===== src/rtl/w65_bus_pkg.sv =====
// Shared types and defaults for the 65C816-style bus initiator.
package w65_bus_pkg;

    typedef enum logic {
        PH_LOW  = 1'b0,
        PH_HIGH = 1'b1
    } phase_t;

    typedef struct packed {
        logic        we;
        logic        vp;
        logic [23:0] addr;
        logic [7:0]  wdata;
    } txn_t;

    localparam int DEF_LO_CYC   = 4;
    localparam int DEF_HI_CYC   = 4;
    localparam int DEF_MAX_WAIT = 15;

    function automatic int max2(input int a, input int b);
        return (a > b) ? a : b;
    endfunction

endpackage


===== src/rtl/w65_phi_gen.sv =====
// Free-running PHI2 phase generator; strobes mark the final CLK of each phase.
module w65_phi_gen
    import w65_bus_pkg::*;
#(
    parameter int LO_CYC = DEF_LO_CYC,
    parameter int HI_CYC = DEF_HI_CYC
) (
    input  logic   CLK,
    input  logic   RESET,
    output logic   phi2,
    output phase_t phase,
    output logic   last_low,
    output logic   last_high
);
    localparam int CW = $clog2(max2(LO_CYC, HI_CYC) + 1);

    logic [CW-1:0] cnt;

    assign last_low  = (phase == PH_LOW)  && (cnt == CW'(LO_CYC - 1));
    assign last_high = (phase == PH_HIGH) && (cnt == CW'(HI_CYC - 1));

    always_ff @(posedge CLK or posedge RESET) begin
        if (RESET) begin
            phase <= PH_LOW;
            phi2  <= 1'b0;
            cnt   <= '0;
        end else if (last_low) begin
            phase <= PH_HIGH;
            phi2  <= 1'b1;
            cnt   <= '0;
        end else if (last_high) begin
            phase <= PH_LOW;
            phi2  <= 1'b0;
            cnt   <= '0;
        end else begin
            cnt   <= cnt + CW'(1);
        end
    end

endmodule


===== src/rtl/w65_bus_initiator.sv =====
// Bus-cycle initiator: turns client byte requests into PHI2 bus cycles,
// repeating whole cycles while RDY is low, up to a bounded wait count.
module w65_bus_initiator
    import w65_bus_pkg::*;
#(
    parameter int LO_CYC   = DEF_LO_CYC,
    parameter int HI_CYC   = DEF_HI_CYC,
    parameter int MAX_WAIT = DEF_MAX_WAIT
) (
    input  logic        CLK,
    input  logic        RESET,
    input  logic        req_valid,
    output logic        req_ready,
    input  logic        req_we,
    input  logic        req_vp,
    input  logic [23:0] req_addr,
    input  logic [7:0]  req_wdata,
    output logic        rsp_valid,
    output logic [7:0]  rsp_rdata,
    output logic        rsp_err,
    output logic        PHI2,
    output logic [15:0] A,
    output logic [7:0]  D_out,
    output logic        D_oe,
    input  logic [7:0]  D_in,
    output logic        RWB,
    output logic        VDA,
    output logic        VPA,
    input  logic        RDY,
    input  logic        BE
);
    localparam int WW = $clog2(MAX_WAIT + 1);

    phase_t        phase;
    logic          last_low, last_high;
    txn_t          txn, req, next_txn;
    logic          active, next_active;
    logic [WW-1:0] wait_cnt;
    logic          timeout, done, stay, accept;
    logic          oe_r;

    w65_phi_gen #(
        .LO_CYC (LO_CYC),
        .HI_CYC (HI_CYC)
    ) u_phi (
        .CLK       (CLK),
        .RESET     (RESET),
        .phi2      (PHI2),
        .phase     (phase),
        .last_low  (last_low),
        .last_high (last_high)
    );

    assign req     = {req_we, req_vp, req_addr, req_wdata};
    assign timeout = (wait_cnt == WW'(MAX_WAIT));
    assign done    = active && (RDY || timeout);
    assign stay    = active && !RDY && !timeout;

    // Ready may coincide with completion so back-to-back cycles have no gap.
    assign req_ready   = last_high && (!active || RDY || timeout);
    assign accept      = req_valid && req_ready;
    assign next_active = accept || stay;
    assign next_txn    = accept ? req : txn;

    // BE releases the data bus without disturbing the cycle sequencing.
    assign D_oe = oe_r & BE;

    always_ff @(posedge CLK or posedge RESET) begin
        if (RESET) begin
            txn       <= '0;
            active    <= 1'b0;
            wait_cnt  <= '0;
            rsp_valid <= 1'b0;
            rsp_rdata <= 8'h00;
            rsp_err   <= 1'b0;
            A         <= 16'h0000;
            D_out     <= 8'h00;
            oe_r      <= 1'b0;
            RWB       <= 1'b1;
            VDA       <= 1'b0;
            VPA       <= 1'b0;
        end else begin
            rsp_valid <= 1'b0;
            if (last_high) begin
                if (done) begin
                    rsp_valid <= 1'b1;
                    rsp_err   <= !RDY;
                    rsp_rdata <= (RDY && !txn.we) ? D_in : 8'h00;
                end
                wait_cnt <= stay ? wait_cnt + WW'(1) : '0;
                active   <= next_active;
                txn      <= next_txn;
                // Entering PH_LOW: a repeated cycle re-presents the same address.
                if (next_active) begin
                    A     <= next_txn.addr[15:0];
                    D_out <= next_txn.addr[23:16];
                    oe_r  <= 1'b1;
                    RWB   <= ~next_txn.we;
                    VDA   <= ~next_txn.vp;
                    VPA   <= next_txn.vp;
                end else begin
                    D_out <= 8'h00;
                    oe_r  <= 1'b0;
                    RWB   <= 1'b1;
                    VDA   <= 1'b0;
                    VPA   <= 1'b0;
                end
            end else if (phase == PH_LOW && last_low && active) begin
                if (txn.we) begin
                    D_out <= txn.wdata;
                    oe_r  <= 1'b1;
                end else begin
                    oe_r  <= 1'b0;
                end
            end
        end
    end

endmodule


===== config.mk =====
export PLATFORM = sky130hd
export DESIGN_NAME = w65_bus_initiator
export DESIGN_NICKNAME = d
export VERILOG_FILES = /design/src/rtl/w65_bus_pkg.sv /design/src/rtl/w65_phi_gen.sv /design/src/rtl/w65_bus_initiator.sv
export SDC_FILE = /design/constraint.sdc
export NUM_CORES = 1
export LEC_CHECK = 0
export ABC_AREA = 0
export BUFFER_PORTS_ARGS = -buffer_cell sky130_fd_sc_hd__buf_4
export CAP_MARGIN = 20
export CELL_PAD_IN_SITES_DETAIL_PLACEMENT = 0
export CELL_PAD_IN_SITES_GLOBAL_PLACEMENT = 1
export CORE_AREA = 5 5 107 159
export CTS_CLUSTER_SIZE = 10
export DETAILED_ROUTE_END_ITERATION = 10
export DIE_AREA = 0 0 112 164
export GPL_ROUTABILITY_DRIVEN = 0
export GPL_TIMING_DRIVEN = 0
export PLACE_DENSITY = 0.49
export SLEW_MARGIN = 20
export SYNTH_ARGS = -nofsm -noshare
export SYNTH_HDL_FRONTEND = slang
export SYNTH_HIERARCHICAL = 1
export SYNTH_SLANG_ARGS = --single-unit

===== constraint.sdc =====
create_clock -name CLK -period 2.57 [get_ports CLK]
set_input_delay 0.3855 -clock CLK [delete_from_list [all_inputs] [get_ports CLK]]
set_output_delay 0.3855 -clock CLK [all_outputs]
set_load 0.005 [all_outputs]

==> impl_results.html <==
<table>
<tr><th>Metric</th><th>Value</th></tr>
<tr><th colspan="2">Placement</th></tr>
<tr><td>DPL Wire Length</td><td>6490 um</td></tr>
<tr><td>Post-placement setup slack</td><td>-0.0835 ns</td></tr>
<tr><td>Quantity of I/O buffers inserted on ports</td><td>85</td></tr>
<tr><td>Cell Area, Placed</td><td>4380 um2</td></tr>
<tr><th colspan="2">Logic synthesis</th></tr>
<tr><td>Count of mapped cells out of synthesis</td><td>269</td></tr>
<tr><td>Leading post-synthesis cells by cell area</td><td>dfrtp_1 58%, mux2_2 8.8%, mux2_4 6.5%, nand2_1 3.5%, o21ai_0 2.0%</td></tr>
<tr><td>Number of warnings printed during yosys synthesis</td><td>6</td></tr>
<tr><td>Dominant register cell in the synthesized netlist</td><td>dfrtp_1</td></tr>
<tr><td>Share of the yosys chip area belonging to registers</td><td>58.6%</td></tr>
<tr><td>Cell type contributing the most total cell area after synthesis</td><td>dfrtp_1</td></tr>
<tr><td>Number of synthesized flops with an enable pin</td><td>0</td></tr>
<tr><td>Share of flip-flops with an asynchronous set or reset</td><td>100%</td></tr>
<tr><td>Most numerous cell in the Yosys netlist</td><td>dfrtp_1</td></tr>
<tr><td>Syn avg cell area</td><td>12.9 um2</td></tr>
<tr><td>Top-area cell type share of the netlist area</td><td>57.8%</td></tr>
<tr><td>Netlist Area Pre-Place</td><td>3460 um2</td></tr>
<tr><td>FF+latch count, synth</td><td>81</td></tr>
<tr><td>Number of distinct library cell variants in the gate-level netlist after synthesis</td><td>42</td></tr>
<tr><td>List of most frequent post-synthesis cells</td><td>80 x dfrtp_1, 32 x nand2_1, 27 x mux2_2</td></tr>
<tr><td>Nets in the synthesized netlist</td><td>318</td></tr>
<tr><th colspan="2">Clocking</th></tr>
<tr><td>Cell at the root of the clock tree</td><td>clkbuf_16</td></tr>
<tr><td>TritonCTS Buffers</td><td>9</td></tr>
<tr><td>TritonCTS clock tree</td><td>done</td></tr>
<tr><td>Clock tree sinks</td><td>81</td></tr>
<tr><td>Skew-Pair Late Insertion Delay</td><td>0.34 ns</td></tr>
<tr><td>Htree depth</td><td>3</td></tr>
<tr><td>Clk slew on worst S/H paths</td><td>0.07 ns</td></tr>
<tr><td>Worst-case clock buffer depth</td><td>2</td></tr>
<tr><th colspan="2">Pwr</th></tr>
<tr><td>Maximum ir drop on the vdd rail</td><td>0.000405 V</td></tr>
<tr><td>Share of power burned in combinational logic</td><td>13.9%</td></tr>
<tr><td>Internal power</td><td>0.00239 W</td></tr>
<tr><td>Clock network fraction of design power</td><td>38.7%</td></tr>
<tr><td>Power per unit of standard cell area</td><td>677 nW/um2</td></tr>
<tr><td>Switching power as a share of total power</td><td>25.1%</td></tr>
<tr><td>P_sw</td><td>0.000802 W</td></tr>
<tr><td>Static Leakage</td><td>2.18 nW</td></tr>
<tr><td>Total power draw</td><td>0.00319 W</td></tr>
<tr><td>Part of the power in registers</td><td>47.4%</td></tr>
<tr><th colspan="2">Detailed routing</th></tr>
<tr><td>Antenna Nets Post-Route</td><td>0</td></tr>
<tr><td>Mean routed wirelength per cell</td><td>15.2 um</td></tr>
<tr><td>DRC</td><td>0</td></tr>
<tr><td>Drt via density</td><td>4.18</td></tr>
<tr><td>Drt pass-1 iters</td><td>6</td></tr>
<tr><td>Overall via count from detail_route</td><td>2411</td></tr>
<tr><td>Total detailed-routing wirelength</td><td>8760 um</td></tr>
<tr><td>Iter 0 DRT Violations</td><td>59</td></tr>
<tr><th colspan="2">Timing</th></tr>
<tr><td>Slew at the pin closest to its max-slew limit</td><td>0.557 ns</td></tr>
<tr><td>Worst hold slack</td><td>0.280 ns</td></tr>
<tr><td>Number of hold violations in the final report</td><td>0</td></tr>
<tr><td>Post-route worst setup slack</td><td>0.197 ns</td></tr>
<tr><td>RSZ-0062 raised after global routing</td><td>false</td></tr>
<tr><td>Layout Skew</td><td>0.00742 ns</td></tr>
<tr><td>Max Slew Vio Count</td><td>0</td></tr>
<tr><td>Time the worst path needs with I/O delays and setup</td><td>2.37 ns</td></tr>
<tr><td>Fmax</td><td>421 MHz</td></tr>
<tr><td># setup viols final</td><td>0</td></tr>
<tr><td>Share of the cycle needed by the critical path after routing</td><td>92.3%</td></tr>
<tr><td>Max transition margin</td><td>62.8%</td></tr>
<tr><th colspan="2">Worst setup path</th></tr>
<tr><td>CP Launch Point</td><td>u_phi/cnt[0]</td></tr>
<tr><td>Setup crit end kind</td><td>flip-flop</td></tr>
<tr><td>Required time of the worst setup path</td><td>2.79 ns</td></tr>
<tr><td>Timing endpoint of the critical path</td><td>A[11]</td></tr>
<tr><td>Arr. time, crit path</td><td>2.59 ns</td></tr>
<tr><td>Launch point of the worst reg-to-reg path</td><td>u_phi/cnt[0]</td></tr>
<tr><td>Biggest fanout along the worst timing path</td><td>10</td></tr>
<tr><td>Worst Reg2Reg Path Length in Cells</td><td>8</td></tr>
<tr><td>WS Path Type</td><td>flip-flop to flip-flop</td></tr>
<tr><td>Endpoint of the most critical register-to-register path</td><td>A[11]</td></tr>
<tr><td>Worst reg2reg setup slack</td><td>0.20 ns</td></tr>
<tr><td>Startpoint kind of the worst setup timing path</td><td>flip-flop</td></tr>
<tr><th colspan="2">Floorplanning</th></tr>
<tr><td>Die W</td><td>112 um</td></tr>
<tr><td>Initial standard-cell utilization of the core</td><td>22.3%</td></tr>
<tr><td>DIE HEIGHT</td><td>164 um</td></tr>
<tr><td>Number of I/O pins</td><td>87</td></tr>
<tr><td>Core Area</td><td>15500 um2</td></tr>
<tr><td>Die ar.</td><td>18400 um2</td></tr>
<tr><td>Number of cell rows</td><td>56</td></tr>
<tr><th colspan="2">Final layout</th></tr>
<tr><td>Final non-filler cell area</td><td>4710 um2</td></tr>
<tr><td># nets final</td><td>418</td></tr>
<tr><td>Layout-stage area growth over the synthesis result</td><td>36.2%</td></tr>
<tr><td>Diode count</td><td>0</td></tr>
<tr><td>Share of cells above drive strength 1</td><td>47.1%</td></tr>
<tr><th colspan="2">Global routing</th></tr>
<tr><td>Initial antenna violation count</td><td>0</td></tr>
<tr><td>Total track usage</td><td>9.99%</td></tr>
<tr><td>Wire length of the first global-routing pass</td><td>14200 um</td></tr>
<tr><td>Sum of overflow across all layers after global routing</td><td>0</td></tr>
<tr><td>Via count of the first global-routing pass</td><td>2613</td></tr>
<tr><td>Largest net degree at the start of global routing</td><td>46</td></tr>
<tr><th colspan="2">Flow run</th></tr>
<tr><td>Max capacitance violation total</td><td>0</td></tr>
<tr><th colspan="2">Status</th></tr>
<tr><td>Outcome</td><td>completed</td></tr>
<tr><th colspan="2">Min path</th></tr>
<tr><td>HP Class</td><td>input port to flip-flop</td></tr>
</table>
## worst min-delay path by stage
stage / endpoint / startpoint / cells past startpoint
2_1_floorplan: u_phi/cnt[0] / RESET / 1
3_3_place_gp: u_phi/phase / RESET / 2
3_5_place_dp: u_phi/phase / RESET / 2
4_1_cts: txn[0] / req_wdata[0] / 2
5_1_grt: txn[19] / req_addr[11] / 2
6_report: txn[3] / req_wdata[3] / 2
## layer usage
metal | GRT usage, % | vias up | share of wire, %
met4 | 4.43 | 0 | 1.9
met5 | 0 | - | 0
met1 | 11.0 | 1202 | 38
met3 | 2.32 | 8 | 4.4
li1 | - | 1148 | -
met2 | 18.2 | 53 | 55
## kinds of logic (layout without fill, tap and decap cells)
kind of cell | after synthesis | in the layout | synth area share [%]
simple gates | 63 | 63 | 9.33
mux | 43 | 43 | 15.6
compound gates | 49 | 49 | 11.1
fa+ha+maj | 2 | 2 | 0.723
xor+xnor | 1 | 1 | 0.470
flops | 81 | 81 | 58.6
buf+inv | 30 | 135 | 4.19
## sequential cells by signal, indices dropped and copies added (netlist names), 3 cells and up
| signal | count |
|---|---|
| txn | 34 |
| rsp_rdata | 8 |
| D_out | 8 |
| u_phi/cnt | 3 |
| A | 16 |
| wait_cnt | 4 |
## stage by stage
step,setup TNS (ns),cells,utilization (%)
CTS,0,577,30.4
detailed placement,-0.623,558,28.3
floorplan,0,269,-
finish,0,577,30.4
global route,0,577,30.4
global placement,-71.02,557,28.1
## layout make-up
| class | count | area [um2] |
|---|---|---|
| Inverter | 18 | 70.1 |
| Clock buffer | 9 | 225 |
| Timing Repair Buffer | 89 | 703 |
| Sequential cell | 81 | 2030 |
| Clock inverter | 7 | 61.3 |
| Fill cell | 1608 | 10800 |
| Buffer | 12 | 80.1 |
| Multi-Input combinational cell | 158 | 1290 |
| Tap cell | 203 | 254 |
## layout by cell type, fill, tap and decap left out, drive strengths merged, types with 3 or more instances in the layout
cell / n
and2: 3
a31oi: 3
nor2: 6
clkinv: 4
nand3: 5
dfrtp: 80
nor2b: 3
a32o: 6
clkbuf: 14
inv: 21
nand2b: 3
buf: 95
o221ai: 6
mux2: 42
a21boi: 6
or2: 6
o21ai: 14
nand2: 32
## power by group through the flow
stage	Clock (W)	Combinational (W)	Sequential [W]
global route	0.00135	0.000492	0.00153
floorplan	0	0.000213	0.00153
CTS	0.00130	0.000456	0.00152
detailed placement	0	0.000454	0.00154
finish	0.00123	0.000443	0.00151
global placement	0	0.000442	0.00154
## worst max-delay path: stages (launching register included)
cell and delay, ns:
dfrtp_1 0.40, ha_1 0.23, nand2b_4 0.10, nor2_2 0.22, nand2_1 0.21, a21oi_2 0.27
buf_6 0.24, mux2_4 0.32, mux2_2 0.26
## timing repair
item                       4_1_cts  5_1_grt
gates resized for setup          1        4
buffers inserted                 2        0
setup endpoints to repair       17        5
hold endpoints to repair         4        0
hold buffers                     1        0
pin swaps                        1        0
Power figures use the tool's default switching activity.
